## src/rtl/mem_arb_pkg.sv

```systemverilog
`default_nettype none
// ---------------------------------------------------------------------------
// mem_arb_pkg : shared types and codes for the data-memory port arbiter
// Revision    : 1.0
// ---------------------------------------------------------------------------
package mem_arb_pkg;

  typedef enum logic [1:0] {
    ST_IDLE   = 2'd0,
    ST_ACCESS = 2'd1,
    ST_RESP   = 2'd2
  } state_t;

  // Size field shared with the load/store control word
  localparam logic [1:0] SZ_B = 2'b00;
  localparam logic [1:0] SZ_H = 2'b01;
  localparam logic [1:0] SZ_W = 2'b10;
  localparam logic [1:0] SZ_D = 2'b11;

  localparam logic REQ_F = 1'b0;
  localparam logic REQ_L = 1'b1;

endpackage
`default_nettype wire

```

## src/rtl/mem_size_align.sv

```systemverilog
`default_nettype none
// ---------------------------------------------------------------------------
// mem_size_align : alignment check and read-data zero-extension by size
// Revision       : 1.0
// ---------------------------------------------------------------------------
module mem_size_align
  import mem_arb_pkg::*;
#(
  parameter int DATA_W = 64
) (
  input  logic [2:0]        addr_lo,
  input  logic [1:0]        size,
  input  logic [DATA_W-1:0] rdata,
  output logic              misaligned,
  output logic [DATA_W-1:0] rdata_ext
);

  always_comb begin
    misaligned = 1'b0;
    rdata_ext  = rdata;
    case (size)
      SZ_B: begin
        misaligned = 1'b0;
        rdata_ext  = DATA_W'(rdata[7:0]);
      end
      SZ_H: begin
        misaligned = addr_lo[0];
        rdata_ext  = DATA_W'(rdata[15:0]);
      end
      SZ_W: begin
        misaligned = (addr_lo[1:0] != 2'b00);
        rdata_ext  = DATA_W'(rdata[31:0]);
      end
      default: begin
        misaligned = (addr_lo != 3'b000);
        rdata_ext  = rdata;
      end
    endcase
  end

endmodule
`default_nettype wire

```

## src/rtl/mem_arbiter.sv

```systemverilog
`default_nettype none
// ---------------------------------------------------------------------------
// mem_arbiter : fetch vs load/store arbitration onto one data-memory port
// Revision    : 1.0
// ---------------------------------------------------------------------------
module mem_arbiter
  import mem_arb_pkg::*;
#(
  parameter int ADDR_W        = 64,
  parameter int DATA_W        = 64,
  parameter int TIMEOUT       = 16,
  parameter int MAX_LS_STREAK = 4
) (
  input  logic              clock,
  input  logic              reset_n,
  input  logic              f_req,
  input  logic [ADDR_W-1:0] f_addr,
  output logic              f_done,
  output logic              f_err,
  output logic [31:0]       f_rdata,
  input  logic              l_req,
  input  logic              l_we,
  input  logic [1:0]        l_size,
  input  logic [ADDR_W-1:0] l_addr,
  input  logic [DATA_W-1:0] l_wdata,
  output logic              l_done,
  output logic              l_err,
  output logic [DATA_W-1:0] l_rdata,
  output logic              mem_cs,
  output logic              mem_we,
  output logic [1:0]        mem_size,
  output logic [ADDR_W-1:0] mem_addr,
  output logic [DATA_W-1:0] mem_wdata,
  input  logic [DATA_W-1:0] mem_rdata,
  input  logic              mem_ready,
  output logic              busy
);

  localparam int STREAK_W = $clog2(MAX_LS_STREAK + 1);
  localparam int WAIT_W   = $clog2(TIMEOUT);
  localparam logic [STREAK_W-1:0] STREAK_MAX = STREAK_W'(MAX_LS_STREAK);
  localparam logic [WAIT_W-1:0]   WAIT_LAST  = WAIT_W'(TIMEOUT - 1);

  state_t              state_q,   state_d;
  logic [STREAK_W-1:0] streak_q,  streak_d;
  logic [WAIT_W-1:0]   wait_q,    wait_d;
  logic                id_q,      id_d;
  logic                we_q,      we_d;
  logic [1:0]          size_q,    size_d;
  logic [ADDR_W-1:0]   addr_q,    addr_d;
  logic [DATA_W-1:0]   wdata_q,   wdata_d;
  logic                cs_q,      cs_d;
  logic                f_done_q,  f_done_d;
  logic                f_err_q,   f_err_d;
  logic [31:0]         f_rdata_q, f_rdata_d;
  logic                l_done_q,  l_done_d;
  logic                l_err_q,   l_err_d;
  logic [DATA_W-1:0]   l_rdata_q, l_rdata_d;

  logic              grant_f, grant_l;
  logic [1:0]        cand_size, align_size;
  logic [ADDR_W-1:0] cand_addr;
  logic              misaligned;
  logic [DATA_W-1:0] rdata_ext;
  logic              fin, fin_err, fin_id;
  logic [DATA_W-1:0] fin_data;

  // Shared between grant-time alignment (IDLE) and read masking (ACCESS)
  assign align_size = (state_q == ST_IDLE) ? cand_size : size_q;

  mem_size_align #(.DATA_W(DATA_W)) u_size_align (
    .addr_lo    (cand_addr[2:0]),
    .size       (align_size),
    .rdata      (mem_rdata),
    .misaligned (misaligned),
    .rdata_ext  (rdata_ext)
  );

  always_comb begin
    grant_f   = f_req && (!l_req || (streak_q == STREAK_MAX));
    grant_l   = l_req && !grant_f;
    cand_size = grant_f ? SZ_W : l_size;
    cand_addr = grant_f ? f_addr : l_addr;

    state_d   = state_q;
    streak_d  = streak_q;
    wait_d    = wait_q;
    id_d      = id_q;
    we_d      = we_q;
    size_d    = size_q;
    addr_d    = addr_q;
    wdata_d   = wdata_q;
    cs_d      = cs_q;
    f_done_d  = 1'b0;
    f_err_d   = 1'b0;
    f_rdata_d = '0;
    l_done_d  = 1'b0;
    l_err_d   = 1'b0;
    l_rdata_d = '0;
    fin       = 1'b0;
    fin_err   = 1'b0;
    fin_data  = '0;
    fin_id    = id_q;

    case (state_q)
      ST_IDLE: begin
        if (!f_req || grant_f) begin
          streak_d = '0;
        end else if (grant_l && (streak_q != STREAK_MAX)) begin
          streak_d = streak_q + 1'b1;
        end
        if (grant_f || grant_l) begin
          fin_id = grant_f ? REQ_F : REQ_L;
          id_d   = fin_id;
          if (misaligned) begin
            state_d = ST_RESP;
            fin     = 1'b1;
            fin_err = 1'b1;
          end else begin
            state_d = ST_ACCESS;
            we_d    = grant_l && l_we;
            size_d  = cand_size;
            addr_d  = cand_addr;
            wdata_d = grant_l ? l_wdata : '0;
            wait_d  = '0;
            cs_d    = 1'b1;
          end
        end
      end
      ST_ACCESS: begin
        if (mem_ready) begin
          state_d  = ST_RESP;
          cs_d     = 1'b0;
          fin      = 1'b1;
          fin_data = we_q ? '0 : rdata_ext;
        end else if (wait_q == WAIT_LAST) begin
          state_d = ST_RESP;
          cs_d    = 1'b0;
          fin     = 1'b1;
          fin_err = 1'b1;
        end else begin
          wait_d = wait_q + 1'b1;
        end
      end
      default: begin
        state_d = ST_IDLE;
      end
    endcase

    if (fin) begin
      if (fin_id == REQ_F) begin
        f_done_d  = 1'b1;
        f_err_d   = fin_err;
        f_rdata_d = fin_data[31:0];
      end else begin
        l_done_d  = 1'b1;
        l_err_d   = fin_err;
        l_rdata_d = fin_data;
      end
    end
  end

  always_ff @(posedge clock or negedge reset_n) begin
    if (!reset_n) begin
      state_q   <= ST_IDLE;
      streak_q  <= '0;
      wait_q    <= '0;
      id_q      <= REQ_F;
      we_q      <= 1'b0;
      size_q    <= SZ_B;
      addr_q    <= '0;
      wdata_q   <= '0;
      cs_q      <= 1'b0;
      f_done_q  <= 1'b0;
      f_err_q   <= 1'b0;
      f_rdata_q <= '0;
      l_done_q  <= 1'b0;
      l_err_q   <= 1'b0;
      l_rdata_q <= '0;
    end else begin
      state_q   <= state_d;
      streak_q  <= streak_d;
      wait_q    <= wait_d;
      id_q      <= id_d;
      we_q      <= we_d;
      size_q    <= size_d;
      addr_q    <= addr_d;
      wdata_q   <= wdata_d;
      cs_q      <= cs_d;
      f_done_q  <= f_done_d;
      f_err_q   <= f_err_d;
      f_rdata_q <= f_rdata_d;
      l_done_q  <= l_done_d;
      l_err_q   <= l_err_d;
      l_rdata_q <= l_rdata_d;
    end
  end

  assign f_done    = f_done_q;
  assign f_err     = f_err_q;
  assign f_rdata   = f_rdata_q;
  assign l_done    = l_done_q;
  assign l_err     = l_err_q;
  assign l_rdata   = l_rdata_q;
  assign mem_cs    = cs_q;
  assign mem_we    = cs_q && we_q;
  assign mem_size  = size_q;
  assign mem_addr  = addr_q;
  assign mem_wdata = wdata_q;
  assign busy      = (state_q != ST_IDLE);

endmodule
`default_nettype wire
```

## config.mk

```make
export PLATFORM = sky130hd
export DESIGN_NAME = mem_arbiter
export DESIGN_NICKNAME = d
export VERILOG_FILES = /design/src/rtl/mem_arb_pkg.sv /design/src/rtl/mem_size_align.sv /design/src/rtl/mem_arbiter.sv
export SDC_FILE = /design/constraint.sdc
export NUM_CORES = 1
export LEC_CHECK = 0
export CELL_PAD_IN_SITES_DETAIL_PLACEMENT = 0
export CELL_PAD_IN_SITES_GLOBAL_PLACEMENT = 1
export CORE_MARGIN = 3
export CORE_UTILIZATION = 27
export DETAILED_ROUTE_END_ITERATION = 8
export PLACE_DENSITY_LB_ADDON = 0.1
export SYNTH_ARGS = -nofsm -noshare
export SYNTH_HDL_FRONTEND = slang
export SYNTH_SLANG_ARGS = --single-unit
```

## constraint.sdc

```tcl
create_clock -name clock -period 2.49 [get_ports clock]
set_input_delay 0.3735 -clock clock [delete_from_list [all_inputs] [get_ports clock]]
set_output_delay 0.3735 -clock clock [all_outputs]
set_load 0.01 [all_outputs]
```

# Word-level counts from Yosys, hierarchy flattened
# Index checks and enable logic that the tools add are counted.
[word_totals]
regBits = 242
inputBits = 264
out_inout_bits = 233
wordCells = 100
[classes]
addsub = 2
n_eq_ne = 11
muxes = 48
bitwise_logic = 1
n_reduce_logical = 23
[ops]
columns = ["operator", "count"]
rows = [
  ["$mux W64", 7],
  ["$pmux W64 S3", 1],
  ["$mux W32", 2],
  ["$mux W1", 20],
  ["$mux W4", 4],
  ["$mux W2", 6],
  ["$pmux W4 S2", 1],
  ["$reduce_bool A2 Y1", 4],
  ["$mux W3", 2],
  ["$ne A2 B2 Y1 const B", 3],
  ["$ne A3 B3 Y1 const B", 2],
  ["$pmux W1 S2", 3],
  ["$logic_and A1 B1 Y1", 5],
  ["$reduce_and A5 Y1", 1],
  ["$add A4 B1 Y4 const B", 1],
  ["$eq A2 B1 Y1 const B", 2],
  ["$eq A4 B4 Y1 const B", 1],
  ["$logic_not A2 Y1", 2],
  ["$pmux W2 S2", 1],
  ["$reduce_and A2 Y1", 2],
  ["$reduce_and A4 Y1", 1],
  ["$add A3 B1 Y3 const B", 1],
  ["$eq A3 B3 Y1 const B", 1],
  ["$logic_not A1 Y1", 3],
  ["other kinds (7)", 9],
]

# Logic depth before layout (Yosys ltp)
# Gate-level depths: netlist (run 1).
[depth]
word_depth = 12
ltp_mapped = 10
mapped_depth_nobuf = 8

# Cells and area by module
# A second synthesis (run 1) with hierarchy kept.
[hier_totals]
cells_unflattened = 828
hier_area_um2 = 9595.5
[by_module_without_submodules]
columns = ["mod", "instances", "cells_each", "area_per_inst_um2", "seq_area_each_um2"]
rows = [
  ["mem_arbiter", 1, 751, 9111.2, 6055.8],
  ["mem_size_align", 1, 77, 484.2, 0.0],
]

# Worst setup path after synthesis (run 1)
# OpenSTA, ideal clock, no wires.
[synth_timing]
path_kind = "reg2reg"
startpoint = "register streak_q[0]"
endpoint = "register addr_q[62], in the netlist mem_addr[62]"
setup_time_ps = 128
t_arrival_ps = 2288
t_required_ps = 2362
slack_ps = 74
path_stages_with_launch = 11
path_buffers = 3
period_less_slack_ps = 2416
path_cell_list = "dfrtp_1 > inv_1 > ha_1 > a21bo_2 > a2111oi_4 > a211oi_1 > or3_1 > buf_2 > buf_6 > buf_6 > mux2_1"
[synth_between]
elab_chain_cells = 9
elab_cells_between_ends = 17
classes_between = "eq/ne (3); mux (4); bitwise (1); reduce/logical (9)"
[synth_lines]
columns = ["element", "line", "text"]
rows = [
  ["from (decl)", "mem_arbiter.sv:45", "logic [STREAK_W-1:0] streak_q, streak_d;"],
  ["from (signal assigned)", "mem_arbiter.sv:182", "streak_q <= streak_d;"],
  ["$eq A3 B3 Y1 *", "mem_arbiter.sv:80", "grant_f = f_req && (!l_req || (streak_q == STREAK_MAX));"],
  ["$logic_or A1 B1 Y1 *", "mem_arbiter.sv:80", ""],
  ["$logic_and A1 B1 Y1 *", "mem_arbiter.sv:80", ""],
  ["$mux W2", "mem_arbiter.sv:82", "cand_size = grant_f ? SZ_W : l_size;"],
  ["$mux W2", "mem_arbiter.sv:69", "assign align_size = (state_q == ST_IDLE) ? cand_size : size_q;"],
  ["$eq A2 B2 Y1, or another cell as far along", "mem_size_align.sv:21", "case (size)"],
  ["$pmux W1 S3", "mem_size_align.sv:21", ""],
  ["$not A1 Y1 (no source line)", "n/a", ""],
  ["$reduce_and A3 Y1 (no source line)", "n/a", ""],
  ["to (signal assigned)", "mem_arbiter.sv:187", "addr_q <= addr_d;"],
  ["to (decl)", "mem_arbiter.sv:50", "logic [ADDR_W-1:0] addr_q, addr_d;"],
]
# Mark *: on every way between the ends. The rest lies on a longest branch, timed or not.
# A chain may end at the register's enable or synchronous reset.

# Worst setup path after layout (run 1)
[layout_timing]
startpoint = "register streak_q[1]"
endpoint = "register addr_q[5], in the netlist mem_addr[5]"
# Same word-level chain as after synthesis.

==> results of run 1 <==
==> state kept, by name, summed over array words and instances (netlist names), 2 cells and up <==
name / flops
l_rdata: 64
f_rdata: 32
mem_size: 2
state_q: 2
mem_wdata: 64
streak_q: 3
wait_q: 4
mem_addr: 64
==> worst max-delay path, cell delays in order (launching register included) <==
cell and delay (ps):
dfrtp_1 350, inv_1 80, ha_4 170, a21bo_4 220
a2111oi_4 370, a211oi_4 80, or3_4 510, clkbuf_16 220
mux2_4 300
==> stage by stage <==
stage               power, mW  area, um2  setup WS [ps]    util  cells
global placement        11.95      15810         -251.3  0.4320   1912
CTS                     16.29      16780          3.147  0.4584   1964
floorplan               8.202      10050          74.42       -    959
global route            17.59      17120         -36.14  0.4677   1975
detailed placement      12.02      15810         -324.8  0.4320   1912
finish                  16.60      17130          66.04  0.4678   1976
==> final timing paths <==
path	start	endpoint	slack [ps]	depth (start not counted)
hold reg to reg	mem_addr[63]	mem_addr[63]	490	1
setup / recovery	streak_q[1]	mem_addr[5]	70	8
setup reg to reg	streak_q[1]	mem_addr[5]	70	8
hold / removal	reset_n	mem_wdata[31]	360	2
min in group clock	mem_rdata[30]	l_rdata[30]	360	3
max in group asynchronous	reset_n	f_rdata[20]	1380	3
==> synthesized netlist by cell type <==
library cell,n
and3_1,6
or2_2,1
inv_1,75
buf_6,3
o311ai_0,1
and2_1,49
a2111oi_4,1
ha_1,3
o21ai_0,8
or3_1,2
o32a_1,1
mux2_1,63
inv_2,1
nand2b_1,1
o32ai_2,1
mux2i_1,69
clkbuf_1,28
a21boi_1,1
a22oi_1,2
o211a_1,1
a21o_1,3
nor2_2,1
o21ai_1,1
o22ai_1,2
nor2_1,58
nor3b_1,1
o31a_1,2
nand4_1,1
o22a_1,1
nand2_1,286
dfrtp_1,242
a211o_1,1
a21bo_2,1
nor4_1,1
a21oi_1,5
nand3_1,4
o21bai_1,1
a221oi_1,2
a31oi_1,2
nor3_1,4
buf_1,5
buf_2,13
a211oi_1,5
==> cell families after synthesis <==
kind of cell               after synthesis
and+or+nand+nor                        415
DFF                                    242
muxes                                  132
buffers and inverters                  125
AOI/OAI and AO/OA                       42
adders and majority gates                3
==> power by group through the flow <==
stage	clock network [mW]	registers (mW)	logic, mW
after floorplan	0	6.19	2.01
after CTS	4.31	5.67	6.32
after detailed placement	0	5.73	6.29
final	4.16	5.67	6.78
after global routing	4.47	5.83	7.29
after global placement	0	5.70	6.25
==> per-layer routing <==
| layer | track usage | vias up |
|---|---|---|
| met3 | 0.06995 | 45 |
| met2 | 0.3143 | 287 |
| met4 | 0.03123 | 8 |
| met1 | 0.2029 | 4099 |
| met5 | 0 | - |
| li1 | - | 4090 |
==> repair_timing <==
item / CTS / global route
pin swaps: 0 / 4
hold endpoints to repair: 45 / 0
hold buffers: 1 / 0
setup endpoints to repair: 21 / 122
setup buffers: 0 / 4
resized for setup: 2 / 45
cloned: 0 / 6
==> final cells by class <==
cell class                      instances  area, um2
Inverter                               76      285.3
Multi-Input combinational cell        593       3701
Sequential cell                       242       6056
Clock buffer                           45      885.9
Tap cell                              468      585.6
Fill cell                            3518      19480
Clock inverter                          6      61.31
Antenna cell                            2      5.005
Timing Repair Buffer                  544       5547
==> impl_metrics.json, run 1 <==
{
  "die_w_um": 198.9,
  "cts_max_level": 1,
  "layout.nets": 1753,
  "max_slew.worst_pin.slew_ps": 737.3,
  "p_int_mw": 11.41,
  "most_common_cell_after_layout_fill_and_taps_aside": "clkdlybuf4s50_1",
  "total_length_of_routed_wires_um": 37800,
  "fin_crit_ps": 2424,
  "met2_length_um": 18860,
  "kind_of_end_point_of_the_critical_path": "flip-flop",
  "route.detailed.wl_per_inst_um": 19.13,
  "timing_hold_violations_final": 0,
  "adder_cell_area_share_of_the_yosys_netlist": 0.003736,
  "yosysTopAreaCellShare": 0.6027,
  "power.share.clock": 0.250,
  "grt_setup_unrepaired": "true",
  "top_layer_used": "met5",
  "power_frac_comb": 0.408,
  "grt_util_all_layers": 0.1764,
  "drt_iter0_drc": 306,
  "drc_errors": 0,
  "firstDrtPassIters": 4,
  "viasPerCell": 4.316,
  "dr_wl_met3_um": 3534,
  "ioPinCount": 497,
  "final.setup.tns_ps": 0,
  "post_synth_and_or_nand_nor_area_fraction": 0.1718,
  "timing.critical_path.required_ps": 2900,
  "post-dp-hpwl_um": 27490,
  "die_height_um": 198.9,
  "area_delta_synth_final_pct": 70.44,
  "cts.root.buffer_cell": "clkbuf_16",
  "wl_met1_um": 14680,
  "worstPathArrival_ps": 2830,
  "rows": 70,
  "yosys-mux-area-fraction": 0.1393,
  "total_switching_power_mw": 5.192,
  "synth_warnings": 0,
  "clock.fmax_mhz": 412.5,
  "fp.coreArea_mm2": 0.03661,
  "timing.setup.critical_path_class": "reg -> reg",
  "synth-xor-area-share": 0,
  "seqPwrFrac": 0.341,
  "power.density_mw_per_mm2": 969.5,
  "synth_cells": 959,
  "drt.antenna.violating_nets": 0,
  "startpoint_type": "flip-flop",
  "via_count": 8529,
  "die_area_mm2": 0.03957,
  "fin_hold_ws_ps": 362.8,
  "grt_antenna_before_repair": 6,
  "synth_area_mm2": 0.01005,
  "routabilityCongestion": 0.7659,
  "switching_share": 0.3127,
  "grt_first_pass_wirelength_um": 53610,
  "clk_pin_slew_ps": 60,
  "number_of_global_route_vias_before_repair": 8654,
  "drv.max_cap_violation_count": 0,
  "power.static_leakage_nw": 8.321,
  "number_of_buffers_created_by_cts": 29,
  "finalClockSkew_ps": 19.08,
  "synth_top_family_by_area": "simple AND/OR/NAND/NOR gates",
  "worst-path-max-fanout": 7,
  "io_buffers": 496,
  "start_util": 0.2745,
  "layout.cells.most_common_list": "495 x clkdlybuf4s50_1, 285 x nand2_1, 242 x dfrtp_1",
  "vdd.ir_drop.worst_uv": 649.7,
  "synth.ff_latch_count": 242,
  "min-delay-path-class": "in -> async",
  "synth_cell_type_count": 43,
  "ctsLongestPathBuffers": 3,
  "setup_viol": 0,
  "library_cell_with_the_largest_summed_area_after_synthesis": "dfrtp_1",
  "layout_worst_path_cycle_share": 0.9735,
  "worst_skew_pair.late_latency_ps": 540,
  "syn_area_per_cell_um2": 10.48,
  "timing.final.max_slew_violations": 0,
  "pin_count_of_the_biggest_net_entering_global_routing": 66,
  "timing.slew.headroom": 0.5085,
  "netlist_top_cells_area": "dfrtp_1 60%, nand2_1 11%, mux2_1 7.1%",
  "post_route_cells_drive_above_1_share": 0.09628,
  "synth_seq_area_share": 0.6027,
  "synth_compound_area_frac": 0.03188,
  "cts_tree": "yes",
  "grt_overflow_total": 0,
  "outcome": "finished clean",
  "mappedNetlistNets": 1226,
  "clock_sinks": 242
}
Note: power is estimated with default switching activity, not from simulation.
==> run 2: changes to the inputs <==
- SKIP_LAST_GASP: default -> 1
==> run 2 against run 1 <==
Against the previous run: global-route usage barely moved; sequential cell count did not move; non-clock buffer count did not move; combinational power fell by 2%; hold slack barely moved; register-to-register slack barely moved; worst setup slack improved by 1.5 ps; via count fell by 0.16%; critical path depth did not move; first-iteration DRC count fell by 0.65%; critical path type unchanged; critical endpoint is now mem_addr[18]; largest power group unchanged.
==> impl_metrics.json, run 2 (synthesis results as in run 1) <==
{
  "outcome": "finished clean",
  "ioPinCount": 497,
  "power.density_mw_per_mm2": 964.2,
  "crit_cells": 8,
  "via_count": 8515,
  "cts_max_level": 1,
  "setup_viol": 0,
  "timing.slew.headroom": 0.5142,
  "place_ws_ps": -324.8,
  "cp_cell_sequence": "inv_1 -> ha_4 -> a21bo_4 -> a2111oi_4 -> a211oi_4 -> or3_4 -> clkbuf_16 -> mux2_1",
  "routabilityCongestion": 0.7659,
  "drt.antenna.violating_nets": 0,
  "total_length_of_routed_wires_um": 37670,
  "area_delta_synth_final_pct": 69.95,
  "number_of_global_route_vias_before_repair": 8652,
  "final.setup.tns_ps": 0,
  "total_instance_count_after_detailed_placement": 1912,
  "ctsLongestPathBuffers": 3,
  "fp.coreArea_mm2": 0.03661,
  "clk_pin_slew_ps": 60,
  "worst-path-max-fanout": 7,
  "die_height_um": 198.9,
  "most_common_cell_after_layout_fill_and_taps_aside": "clkdlybuf4s50_1",
  "startpoint_type": "flip-flop",
  "critPathMaxStageDelay_ps": 510,
  "vdd.ir_drop.worst_uv": 649.7,
  "clock.fmax_mhz": 412.8,
  "grt_util_all_layers": 0.1764,
  "cts.root.buffer_cell": "clkbuf_16",
  "timing.setup.critical_path_class": "reg -> reg",
  "die_area_mm2": 0.03957,
  "io_buffers": 496,
  "fin_crit_ps": 2422,
  "grt_antenna_before_repair": 6,
  "finalClockSkew_ps": 20.10,
  "layout.cells.most_common_list": "495 x clkdlybuf4s50_1, 285 x nand2_1, 242 x dfrtp_1",
  "firstDrtPassIters": 5,
  "drc_errors": 0,
  "number_of_buffers_created_by_cts": 29,
  "timing.final.max_slew_violations": 0,
  "critical-path-top-delay-family": "compound AO/OA/AOI/OAI gates",
  "fin_hold_ws_ps": 362.9,
  "cpMaxStageDelayCell": "or3_4",
  "timing.reg2reg.setup_slack_ps": 70,
  "grt_setup_unrepaired": "true",
  "pin_count_of_the_biggest_net_entering_global_routing": 66,
  "finish.instance_area_mm2": 0.01708,
  "worstPathArrival_ps": 2830,
  "viasPerCell": 4.309,
  "fin_ws_ps": 67.54,
  "max_slew.worst_pin.slew_ps": 728.7,
  "power.static_leakage_nw": 8.259,
  "route.detailed.wl_per_inst_um": 19.06,
  "placedInstanceArea_mm2": 0.01581,
  "clock_sinks": 242,
  "start_util": 0.2745,
  "timing.critical_path.required_ps": 2900,
  "worst_skew_pair.late_latency_ps": 540,
  "cts_tree": "yes",
  "ff2ff_path_depth": 8,
  "finalNonFillerCells": 1976,
  "grt_overflow_total": 0,
  "timing_hold_violations_final": 0,
  "drv.max_cap_violation_count": 0,
  "grt_first_pass_wirelength_um": 53590,
  "regToRegStartpoint": "streak_q[1]",
  "post-dp-hpwl_um": 27490,
  "post_route_cells_drive_above_1_share": 0.08765,
  "layout.nets": 1753,
  "layout_worst_path_cycle_share": 0.9729,
  "rows": 70,
  "min-delay-path-class": "in -> async",
  "kind_of_end_point_of_the_critical_path": "flip-flop",
  "drt_iter0_drc": 304,
  "timing.rr.end": "mem_addr[18]",
  "critical_path_buf_inv_count": 2,
  "die_w_um": 198.9
}
-- run 2: cell counts in the layout (fill, tap and decap cells not counted) --
No cell type changed its count.
-- run 2: area by class of cell --
| class | instances | area (um2) |
|---|---|---|
| fillers | 3523 | 19530 |
| flip-flops and latches | 242 | 6056 |
| repair buffers | 544 | 5547 |
| multi-input cells | 593 | 3652 |
| clock buffers | 45 | 885.9 |
| well taps | 468 | 585.6 |
| inverters | 76 | 285.3 |
| clock inverters | 6 | 61.31 |
| diodes | 2 | 5.005 |
-- run 2: through the flow --
stage	util	power (mW)
6_report	0.4665	16.47
5_1_grt	0.4664	17.46
4_1_cts	0.4583	16.29
3_5_place_dp	0.4320	12.02
3_3_place_gp	0.4320	11.95
2_1_floorplan	-	8.202
-- run 2: power by group --
group / switching, mW / internal, mW / leakage, nW
registers: 0.588 / 5.07 / 3.16
logic: 2.94 / 3.71 / 4.63
clock network: 1.63 / 2.52 / 0.467
total: 5.16 / 11.3 / 8.26
-- run 2: worst register-to-register path, cell delays in order (launching register included) --
cell	delay, ps
dfrtp_1	350
inv_1	80
ha_4	170
a21bo_4	220
a2111oi_4	370
a211oi_4	80
or3_4	510
clkbuf_16	220
mux2_1	310
-- run 2: layer usage --
metal | GRT usage | routed length, um
met1 | 0.2029 | 14490
met2 | 0.3142 | 18870
met3 | 0.06995 | 3574
met4 | 0.03123 | 676
met5 | 0 | 54
-- run 2: worst max-delay path by stage --
stage,from,slack [ps],end
finish,streak_q[1],70,mem_addr[18]
global route,streak_q[0],-40,mem_addr[18]
CTS,streak_q[0],-10,mem_wdata[14]
detailed placement,l_req,-320,mem_wdata[48]
global placement,l_req,-250,mem_addr[61]
floorplan,streak_q[0],70,mem_addr[62]
-- run 2: timing repair --
| action | in CTS | in global routing |
|---|---|---|
| pin swaps | 0 | 4 |
| hold buffers | 1 | 0 |
| hold endpoints to repair | 45 | 0 |
| cloned | 0 | 6 |
| resized for setup | 1 | 33 |
| endpoints found under the setup margin | 21 | 126 |
| setup buffers | 0 | 4 |
